**src/rtl/scanner.sv**
```systemverilog
// rtl/scanner.sv - four-digit multiplexed seven-segment scanner for an A+B / A-B calculator.
// Captures operands on each digit advance (unless held) and drives one digit per slot.
module scanner #(
    parameter int unsigned SCAN_DIV = 25000
) (
    input  logic       clk_sys,
    input  logic       rst,
    input  logic [3:0] A,
    input  logic [3:0] B,
    input  logic       K,
    input  logic       mm1,
    input  logic       mm2,
    input  logic       minus_in,
    output logic [7:0] out,
    output logic [1:0] ctrl,
    output logic       sf_out
);

    localparam int CW = $clog2(SCAN_DIV * 8) + 1;

    logic [CW-1:0] cnt_q, cnt_d;
    logic [1:0]    ctrl_q, ctrl_d;
    logic          sf_q, sf_d;
    logic [3:0]    a_q, a_d, b_q, b_d;
    logic          m_q, m_d;

    logic [CW-1:0] slot_len;
    logic          advance;

    function automatic logic [6:0] hex7(input logic [3:0] v);
        case (v)
            4'h0: hex7 = 7'h3F;
            4'h1: hex7 = 7'h06;
            4'h2: hex7 = 7'h5B;
            4'h3: hex7 = 7'h4F;
            4'h4: hex7 = 7'h66;
            4'h5: hex7 = 7'h6D;
            4'h6: hex7 = 7'h7D;
            4'h7: hex7 = 7'h07;
            4'h8: hex7 = 7'h7F;
            4'h9: hex7 = 7'h6F;
            4'hA: hex7 = 7'h77;
            4'hB: hex7 = 7'h7C;
            4'hC: hex7 = 7'h39;
            4'hD: hex7 = 7'h5E;
            4'hE: hex7 = 7'h79;
            default: hex7 = 7'h71;
        endcase
    endfunction

    // >= rather than == so a mode switch that shrinks the slot never strands the counter
    always_comb begin
        slot_len = CW'(SCAN_DIV) << {mm2, mm1};
        advance  = (cnt_q >= (slot_len - CW'(1)));
        cnt_d    = cnt_q + CW'(1);
        ctrl_d   = ctrl_q;
        sf_d     = 1'b0;
        a_d      = a_q;
        b_d      = b_q;
        m_d      = m_q;
        if (advance) begin
            cnt_d  = '0;
            ctrl_d = ctrl_q + 2'd1;
            sf_d   = 1'b1;
            if (!K) begin
                a_d = A;
                b_d = B;
                m_d = minus_in;
            end
        end
    end

    always_ff @(posedge clk_sys or posedge rst) begin
        if (rst) begin
            cnt_q  <= '0;
            ctrl_q <= 2'd0;
            sf_q   <= 1'b0;
            a_q    <= 4'd0;
            b_q    <= 4'd0;
            m_q    <= 1'b0;
        end else begin
            cnt_q  <= cnt_d;
            ctrl_q <= ctrl_d;
            sf_q   <= sf_d;
            a_q    <= a_d;
            b_q    <= b_d;
            m_q    <= m_d;
        end
    end

    logic [4:0] sum, mag, units;
    logic [3:0] diff;
    logic [1:0] tens;
    logic       neg;

    always_comb begin
        sum  = {1'b0, a_q} + {1'b0, b_q};
        diff = (a_q >= b_q) ? (a_q - b_q) : (b_q - a_q);
        neg  = m_q & (a_q < b_q);
        mag  = m_q ? {1'b0, diff} : sum;
        if (mag >= 5'd30) begin
            tens  = 2'd3;
            units = mag - 5'd30;
        end else if (mag >= 5'd20) begin
            tens  = 2'd2;
            units = mag - 5'd20;
        end else if (mag >= 5'd10) begin
            tens  = 2'd1;
            units = mag - 5'd10;
        end else begin
            tens  = 2'd0;
            units = mag;
        end
    end

    always_comb begin
        case (ctrl_q)
            2'd0:    out = {1'b0, hex7(units[3:0])};
            2'd1:    out = {neg, hex7({2'b00, tens})};
            2'd2:    out = {1'b0, hex7(b_q)};
            default: out = {1'b0, hex7(a_q)};
        endcase
    end

    assign ctrl   = ctrl_q;
    assign sf_out = sf_q;

endmodule

```
**config.mk**
```make
export PLATFORM = sky130hd
export DESIGN_NAME = scanner
export DESIGN_NICKNAME = d
export VERILOG_FILES = /design/src/rtl/scanner.sv
export SDC_FILE = /design/constraint.sdc
export NUM_CORES = 1
export LEC_CHECK = 0
export CORE_MARGIN = 2
export CORE_UTILIZATION = 50
export CTS_CLUSTER_SIZE = 14
export DETAILED_ROUTE_END_ITERATION = 8
export PLACE_DENSITY_LB_ADDON = 0.05
export SYNTH_ARGS = -nofsm -noshare
export SYNTH_HDL_FRONTEND = slang
export SYNTH_SLANG_ARGS = --single-unit
export TNS_END_PERCENT = 30
```
**constraint.sdc**
```tcl
create_clock -name clk_sys -period 9.9 [get_ports clk_sys]
set_input_delay 1.98 -clock clk_sys [delete_from_list [all_inputs] [get_ports clk_sys]]
set_output_delay 1.98 -clock clk_sys [all_outputs]
set_load 0.005 [all_outputs]
```
* Yosys cells after proc, flatten, opt, wreduce, memory -nomap -nowiden *
Memories as Yosys holds them, arrays and structs flattened.
Index checks and enable logic that the tools add are counted.

storage, ports and cells
  register bits = 31
  memory bits (read-only) = 336
  output and inout port bits = 11
  memories = 3

cells by class
  add/subtract/negate cells = 9
  order comparisons = 6
  equal/unequal tests = 5
  shifts and indexed selects = 1
  multiplexer cells = 12
  bitwise logic cells = 2
  reductions and logical operators = 3

memory list
  name              depth  width  rd ports  clocked after memory_dff  wr ports  line  RTL
  (name not given)  16     7      1         0                         0         31    case (v)
  (name not given)  16     7      1         0                         0         31
  (name not given)  16     7      1         0                         0         31

operators by type and width
  cell                                                                                 number
  7-bit case mux with 4 select lines                                                   1
  8-bit case mux with 3 select lines                                                   1
  19-bit by 1-bit adder with 19-bit output, second input constant                      1
  19-bit greater-or-equal comparator                                                   1
  19-bit two-way mux                                                                   1
  15-bit by 2-bit << shifter with 19-bit output, first input constant                  1
  19-bit by 1-bit subtractor with 19-bit output, second input constant                 1
  4-bit two-way mux                                                                    4
  5-bit greater-or-equal comparator, second input constant                             2
  4-bit subtractor                                                                     2
  4-bit subtractor, second input constant                                              2
  2-bit == test, second input constant                                                 3
  4-bit by 4-bit adder with 5-bit output                                               1
  5-bit by 4-bit greater-or-equal comparator with 1-bit output, second input constant  1
  5-bit two-way mux                                                                    1
  2-bit by 1-bit == test with 1-bit output, second input constant                      2
  4-bit greater-or-equal comparator                                                    1
  2-bit logical NOT                                                                    2
  4-bit less-than comparator                                                           1
  2-bit two-way mux                                                                    2
  4-bit by 3-bit subtractor with 4-bit output, second input constant                   1
  2-bit by 1-bit adder with 2-bit output, second input constant                        1
  1-bit two-way mux                                                                    2
  2-bit AND reduction                                                                  1
  other kinds (2)                                                                      2

* Depth between registers and ports, before layout *
Gate-level depths: netlist of run 1.

  depth in word-level cells = 10
  mapped depth = 21

* Worst setup path after synthesis of run 1 *
OpenSTA, ideal clock, no wires.

  path type = register to output
  from = register a_q[0]
  to = output out[2]
  data arrival time = 4.249 ns
  required time = 7.920 ns
  setup slack = 3.671 ns
  stages on the path, launching flop included = 18
  path buffers = 0
  cell sequence = dfrtp_1 inv_1 ha_1 inv_1 fa_1 and3_1 o31ai_1 a31oi_1 xnor2_1 inv_1 ha_1 a21boi_0 o21ai_0 a31oi_1 inv_1 ha_1 or3_1 a31o_1

on the way
  word-level cells in the longest chain between the ends = 10
  elaborated cells between the ends (all ways) = 26

RTL lines
  element                                                         line  RTL
  from (decl)                                                     24    logic [3:0] a_q, a_d, b_q, b_d;
  from (signal assigned)                                          78    a_q <= 4'd0;
  from (signal assigned)                                          85    a_q <= a_d;
  branches (longest 9 deep; another with memory read 16 x 7 bit)  -
  8-bit case mux with 3 select lines *                            117   case (ctrl_q)
  to (decl)                                                       14    output logic [7:0] out,

Mark *: on every way between the ends. The select of a mux whose other input is x is not followed.

* Worst setup path in the final report of run 1 *
  from = register a_q[2]
  to = output out[2]

Same word-level chain as after synthesis.

==> flow_summary.ini, run 1 <==
[outcome]
outcome = completed

[clocking]
cts_resized = 0
cts_tree = built
cts_max_path_buffers = 2
clk_pin_slew_ns = 0.07
clk_latency_ns = 0.29
cts_num_sinks = 31
cts_buffers = 5
postCtsHoldBufs = 0
root_buffer = clkbuf_8
cts_max_level = 2
post_cts_buffers = 0

[global_routing]
grt_pass1_wl_um = 14200
grt_pass1_vias = 3056
global_route.overflow_total = 0
grt_antenna_before_repair = 0
grt_max_degree = 32
grt_usage_pct = 22.9

[setup_path]
endpoint_kind = output pin
r2r_setup_slack_ns = 7.02
worst-path-buf-inv = 5
critical_path_required_ns = 7.92
endpoint = out[2]
cp-startpoint = a_q[2]$_DFFE_PP0P_
arrival_ns = 5.84
reg2reg_depth = 9
cp_cell_sequence = inv_1 > ha_1 > inv_1 > a221o_1 > mux2i_1 > o221a_1 > clkinv_4 > ha_1 > nand2_1 > a311o_1 > a21boi_1 > nand2_1 > a31oi_1 > inv_1 > ha_1 > or3_1 > a31o_1 > clkdlybuf4s50_1
max_stage_delay_ns = 0.56
path_class = register to output pin
cp_max_fo = 11
r2r-start = cnt_q[3]$_DFF_PP0_
crit_family = compound AO/OA/AOI/OAI gates
crit_slowest_cell = o221a_1
crit_cells = 18
crit_path_start_kind = register
rr_endpoint = ctrl[1]$_DFFE_PP0N_

[placed_design]
numPortBuffers = 24
dpl_cell_area_sq_um = 3850
place_congestion = 0.872
dp.cells = 534
dp_hpwl_um = 6500

[min_path]
hp-start = cnt_q[0]$_DFF_PP0_
hold_class = register to register

[timing]
worst_slew_pin_slew_ns = 0.898
tns_ns = 0
slew_headroom_pct = 40.0
hold_slack_ns = 0.537
timing.fmax_mhz = 128
fin_worst_skew_ns = 0.00849
period_share_pct = 79.0
min_period_ns = 7.82
setup_viol = 0
final_max_slew_viol_count = 0
hold_viol = 0
rsz0062_at_grt = false

[pwr]
ir_drop_mv = 0.0850
power_uw = 607
leakage_nw = 1.85
p_per_area_nw_per_um2 = 153

[finish]
fill_cells = 622
area_delta_synth_final_pct = 12.0
final_cells = 542
diodes = 0
post_route_cells_drive_above_1_share_pct = 6.05
final_area_sq_um = 3970
nets = 522
regArea_sq_um = 776
layout_commonest_cell = ha_1
multi_input_area_sq_um = 2580
final_cell_mix = 60 x ha_1, 42 x nand2_1, 40 x nor2_1, 32 x o21ai_0, 31 x dfrtp_1

[synthesis]
yosysUniqueCellTypes = 68
ys_warn_count = 0
async_reset_ff_share_pct = 100
synth-main-ff-cell = dfrtp_1
synth-edff-count = 0
synthCells = 424
syn_avg_cell_area_sq_um = 8.36
synth_seq_area_share_pct = 21.9
syn_area_sq_um = 3550
synth-seq-cells = 31

[floorplanning]
io_pins = 25
die_h_um = 88.2
floorplan.initialDensity_pct = 51.9
die_w_um = 88.2
design.core.area_sq_um = 6830
row_count = 30
die_area_sq_um = 7780

[drt]
drtIter0Drc = 134
drcViolationCount = 0
ant_nets = 0
vias = 3050
dr.pass1.iters = 4
viasPerCell = 5.63
post_drt_wl_per_cell_um = 15.2
drt-total-wl_um = 8270

[run]
cap_violations = 0
-- synth_stat cells, types with 4 or more instances --
cell type,number,area [sq um]
nand3_1,18,90.1
a31oi_1,5,31.3
nand4_1,4,25.0
mux2i_1,5,50.1
xor2_1,11,96.3
inv_1,30,113
o31ai_1,7,52.6
nand2_1,42,158
nor2_1,40,150
o21ai_0,32,160
dfrtp_1,31,776
o211ai_1,6,45.0
a21o_1,5,37.5
clkbuf_1,9,33.8
nor2b_1,9,56.3
ha_1,60,751
a21oi_1,22,110
and3_1,6,37.5
a211oi_1,4,30.0
xnor2_1,9,78.8
-- power breakdown --
group / switching (mW) / internal [mW] / total [mW] / leakage (nW)
Sequential: 0.0202 / 0.138 / 0.158 / 0.396
Combinational: 0.180 / 0.139 / 0.319 / 1.40
Clock: 0.0491 / 0.0814 / 0.130 / 0.0612
-- state kept, by name, indices dropped and copies added (netlist names) --
| name | flops |
|---|---|
| a_q | 4 |
| b_q | 4 |
| cnt_q | 19 |
| ctrl | 2 |
| m_q | 1 |
| sf_out | 1 |
-- worst min-delay path by stage --
stage,slack (ns),end,cells after the start
after floorplan,0.48,cnt_q[0]$_DFF_PP0_,1
after global placement,0.51,cnt_q[0]$_DFF_PP0_,1
after detailed placement,0.53,cnt_q[0]$_DFF_PP0_,1
after CTS,0.54,cnt_q[0]$_DFF_PP0_,1
after global routing,0.59,cnt_q[9]$_DFF_PP0_,2
final,0.54,cnt_q[0]$_DFF_PP0_,1
-- final cells by class --
class	count	area share, %
clock buffers	6	2.08
clock inverters	2	0.882
inverters	31	3.06
multi-input cells	350	65.0
flip-flops and latches	31	19.5
well taps	96	3.03
repair buffers	26	6.43
-- cell families (layout without fill, tap and decap cells) --
group                      Yosys count  in the layout  share of synthesized area [%]
and+or+nand+nor                    137            137                           17.9
AOI/OAI and AO/OA                  119            119                           24.0
adders and majority gates           63             63                           22.9
buffers and inverters               44             65                           5.47
DFF                                 31             31                           21.9
xor gates and xnor gates            20             20                           4.94
muxes                                9              9                           2.86
other                                1              2                          0.106
-- worst reg2reg max path: stages, from the launching register on --
cell	delay [ns]
dfrtp_1	0.42
ha_1	0.33
a41o_1	0.19
a21o_1	0.17
a21o_1	0.16
a21oi_1	0.14
nor2b_1	0.07
o211ai_1	0.23
nand3_1	0.68
o21ai_0	0.39
-- per-layer routing --
layer  GRT usage [%]  routed length (um)  part of all wire (%)  vias to the layer above
met5               0                   0                     0                        -
met4            6.06                 100                   1.2                        0
met3            2.43                 214                   2.6                        9
met2            42.2                4350                    53                       46
met1            28.4                3600                    44                     1447
li1                -                   -                     -                     1548
-- metrics by stage --
| step | utilization (%) | setup slack (ns) |
|---|---|---|
| after detailed placement | 56.4 | 2.45 |
| after floorplan | - | 3.67 |
| final | 58.1 | 2.08 |
| after CTS | 58.1 | 2.12 |
| after global placement | 56.4 | 2.52 |
| after global routing | 58.1 | 1.52 |
(Power assumes the default switching activity.)
==> inputs of run 2 (changes only) <==
==> constraint.sdc (replaced) <==
create_clock -name clk_sys -period 6.3 [get_ports clk_sys]
set_input_delay 1.26 -clock clk_sys [delete_from_list [all_inputs] [get_ports clk_sys]]
set_output_delay 1.26 -clock clk_sys [all_outputs]
set_load 0.005 [all_outputs]
==> flow_summary.ini, run 2 (synthesized netlist as in run 1, its figures left out) <==
[outcome]
outcome = completed

[pwr]
combinationalPowerShare_pct = 54.8
switchingPower_uw = 401
sw_frac_of_total_pct = 40.7
power_frac_seq_pct = 24.9
ir_drop_mv = 0.165
p_per_area_nw_per_um2 = 240
p_clk_share_pct = 20.3
leakage_nw = 1.91
intPower_uw = 586

[clocking]
cts_buffers = 5
clk_pin_slew_ns = 0.07
cts_max_level = 2
root_buffer = clkbuf_8
postCtsHoldBufs = 0
cts_num_sinks = 31
clk_latency_ns = 0.28
post_cts_buffers = 0
cts_max_path_buffers = 2
cts_tree = built

[placed_design]
dp.cells = 545
place_congestion = 0.890
numPortBuffers = 24
dp_hpwl_um = 6650

[min_path]
hold_class = register to register

[setup_path]
crit_family = compound AO/OA/AOI/OAI gates
path_class = register to output pin
max_stage_delay_ns = 0.45
worst-path-buf-inv = 5
cp_cell_sequence = inv_2 > ha_1 > inv_1 > fa_2 > and3_1 > o31ai_2 > a31oi_1 > xnor2_1 > buf_4 > ha_1 > nand2_1 > a311o_1 > buf_4 > o31ai_1 > a22o_1 > o22a_2 > nand2_2 > or3_1 > a31o_1 > clkdlybuf4s50_1
endpoint_kind = output pin
crit_slowest_cell = dfrtp_2
crit_path_start_kind = register
cp_max_fo = 6
arrival_ns = 4.72
critical_path_required_ns = 5.04

[drt]
drtIter0Drc = 127
dr.pass1.iters = 4
post_drt_wl_per_cell_um = 15.3
vias = 3138
ant_nets = 0
viasPerCell = 5.67
drcViolationCount = 0
drt-total-wl_um = 8480

[finish]
final_cell_mix = 60 x ha_1, 40 x nor2_1, 40 x nand2_1, 32 x o21ai_0
top_register = cnt_q
layout_commonest_cell = ha_1
top_regs = cnt_q: 19 flops, a_q: 4 flops, b_q: 4 flops
area_delta_synth_final_pct = 15.8
largest_register_ffs = 19
post_route_cells_drive_above_1_share_pct = 11.6
nets = 533
final_cells = 553
diodes = 0

[timing]
min_period_ns = 5.98
slew_headroom_pct = 41.8
period_share_pct = 95.0
timing.fmax_mhz = 167
hold_viol = 0
fin_worst_skew_ns = 0.00842
worst_slew_pin_slew_ns = 0.871
final_max_slew_viol_count = 0
rsz0062_at_grt = false
tns_ns = 0
setup_viol = 0

[floorplanning]
die_area_sq_um = 7780
design.core.area_sq_um = 6830
floorplan.initialDensity_pct = 51.9
row_count = 30
die_h_um = 88.2
io_pins = 25
die_w_um = 88.2

[global_routing]
grt_usage_pct = 23.4
grt_pass1_wl_um = 14500
global_route.overflow_total = 0
grt_max_degree = 32
grt_antenna_before_repair = 0
grt_pass1_vias = 3127

[run]
cap_violations = 0
-- run 2: cell count changes in the layout (fill, tap and decap cells not counted), moves of 2 or more --
cell      before  now
buf_4          2   13
dfrtp_1       31   28
dfrtp_2        0    3
a21boi_2       0    2
a31oi_1        5    3
a31oi_2        0    2
inv_1         30   28
inv_2          0    2
nand2_1       42   40
nand2_2        0    2
o31ai_1        7    5
o31ai_2        0    2
-- run 2: final timing paths --
path                                     from                   to  slack, ns  depth (start not counted)
max                        a_q[0]$_DFFE_PP0P_               out[2]       0.32                         20
min                        cnt_q[0]$_DFF_PP0_   cnt_q[0]$_DFF_PP0_       0.53                          1
max reg2reg                cnt_q[3]$_DFF_PP0_  ctrl[1]$_DFFE_PP0N_       3.43                         10
min reg2reg                cnt_q[0]$_DFF_PP0_   cnt_q[0]$_DFF_PP0_       0.53                          1
max in group asynchronous                 rst   b_q[3]$_DFFE_PP0P_       4.64                          3
min in group asynchronous                 rst   cnt_q[5]$_DFF_PP0_       1.36                          3
-- run 2: power groups by stage --
stage,registers (mW),clock network (mW),logic (mW)
floorplan,0.240,0,0.377
global placement,0.248,0,0.511
detailed placement,0.248,0,0.516
CTS,0.245,0.207,0.520
global route,0.250,0.214,0.601
finish,0.246,0.200,0.541
-- run 2: layer usage --
layer  global-route usage (%)  share of wire, %
met3                     1.77               2.1
met2                     43.7                53
met1                     28.6                44
met4                     6.89               1.8
met5                        0                 0
-- run 2: through the flow --
stage	total power, mW	instance area, sq um	hold slack [ns]	utilization (%)	worst slack, ns
after floorplan	0.617	3550	0.476	-	0.791
after global placement	0.759	3940	0.509	57.6	0.332
after detailed placement	0.764	3940	0.524	57.6	0.234
after CTS	0.971	4050	0.539	59.3	0.0462
after global routing	1.06	4110	0.556	60.1	0.0391
final	0.987	4110	0.533	60.1	0.316
-- run 2: timing repair --
action                                  in CTS  in global routing
pin swaps                                    0                  2
cloned                                       0                  0
endpoints found under the hold margin        0                  0
endpoints found under the setup margin       6                  7
resized for setup                            1                 17
-- run 2: final cells by class --
cell class                      count  area, sq um
Fill cell                         637         2730
Multi-Input combinational cell    350         2630
Sequential cell                    31          779
Timing Repair Buffer               37          340
Inverter                           31          121
Tap cell                           96          120
Clock buffer                        6         82.6
Clock inverter                      2         35.0
-- run 2: worst register-to-register path: cells and delay by family (launching register included) --
| family | cells | cell delay, ns |
|---|---|---|
| AND/OR/NAND/NOR | 3 | 0.97 |
| adder cells (fa/ha/maj) | 1 | 0.33 |
| flip-flops | 1 | 0.42 |
| AO/OA/AOI/OAI | 6 | 1.01 |
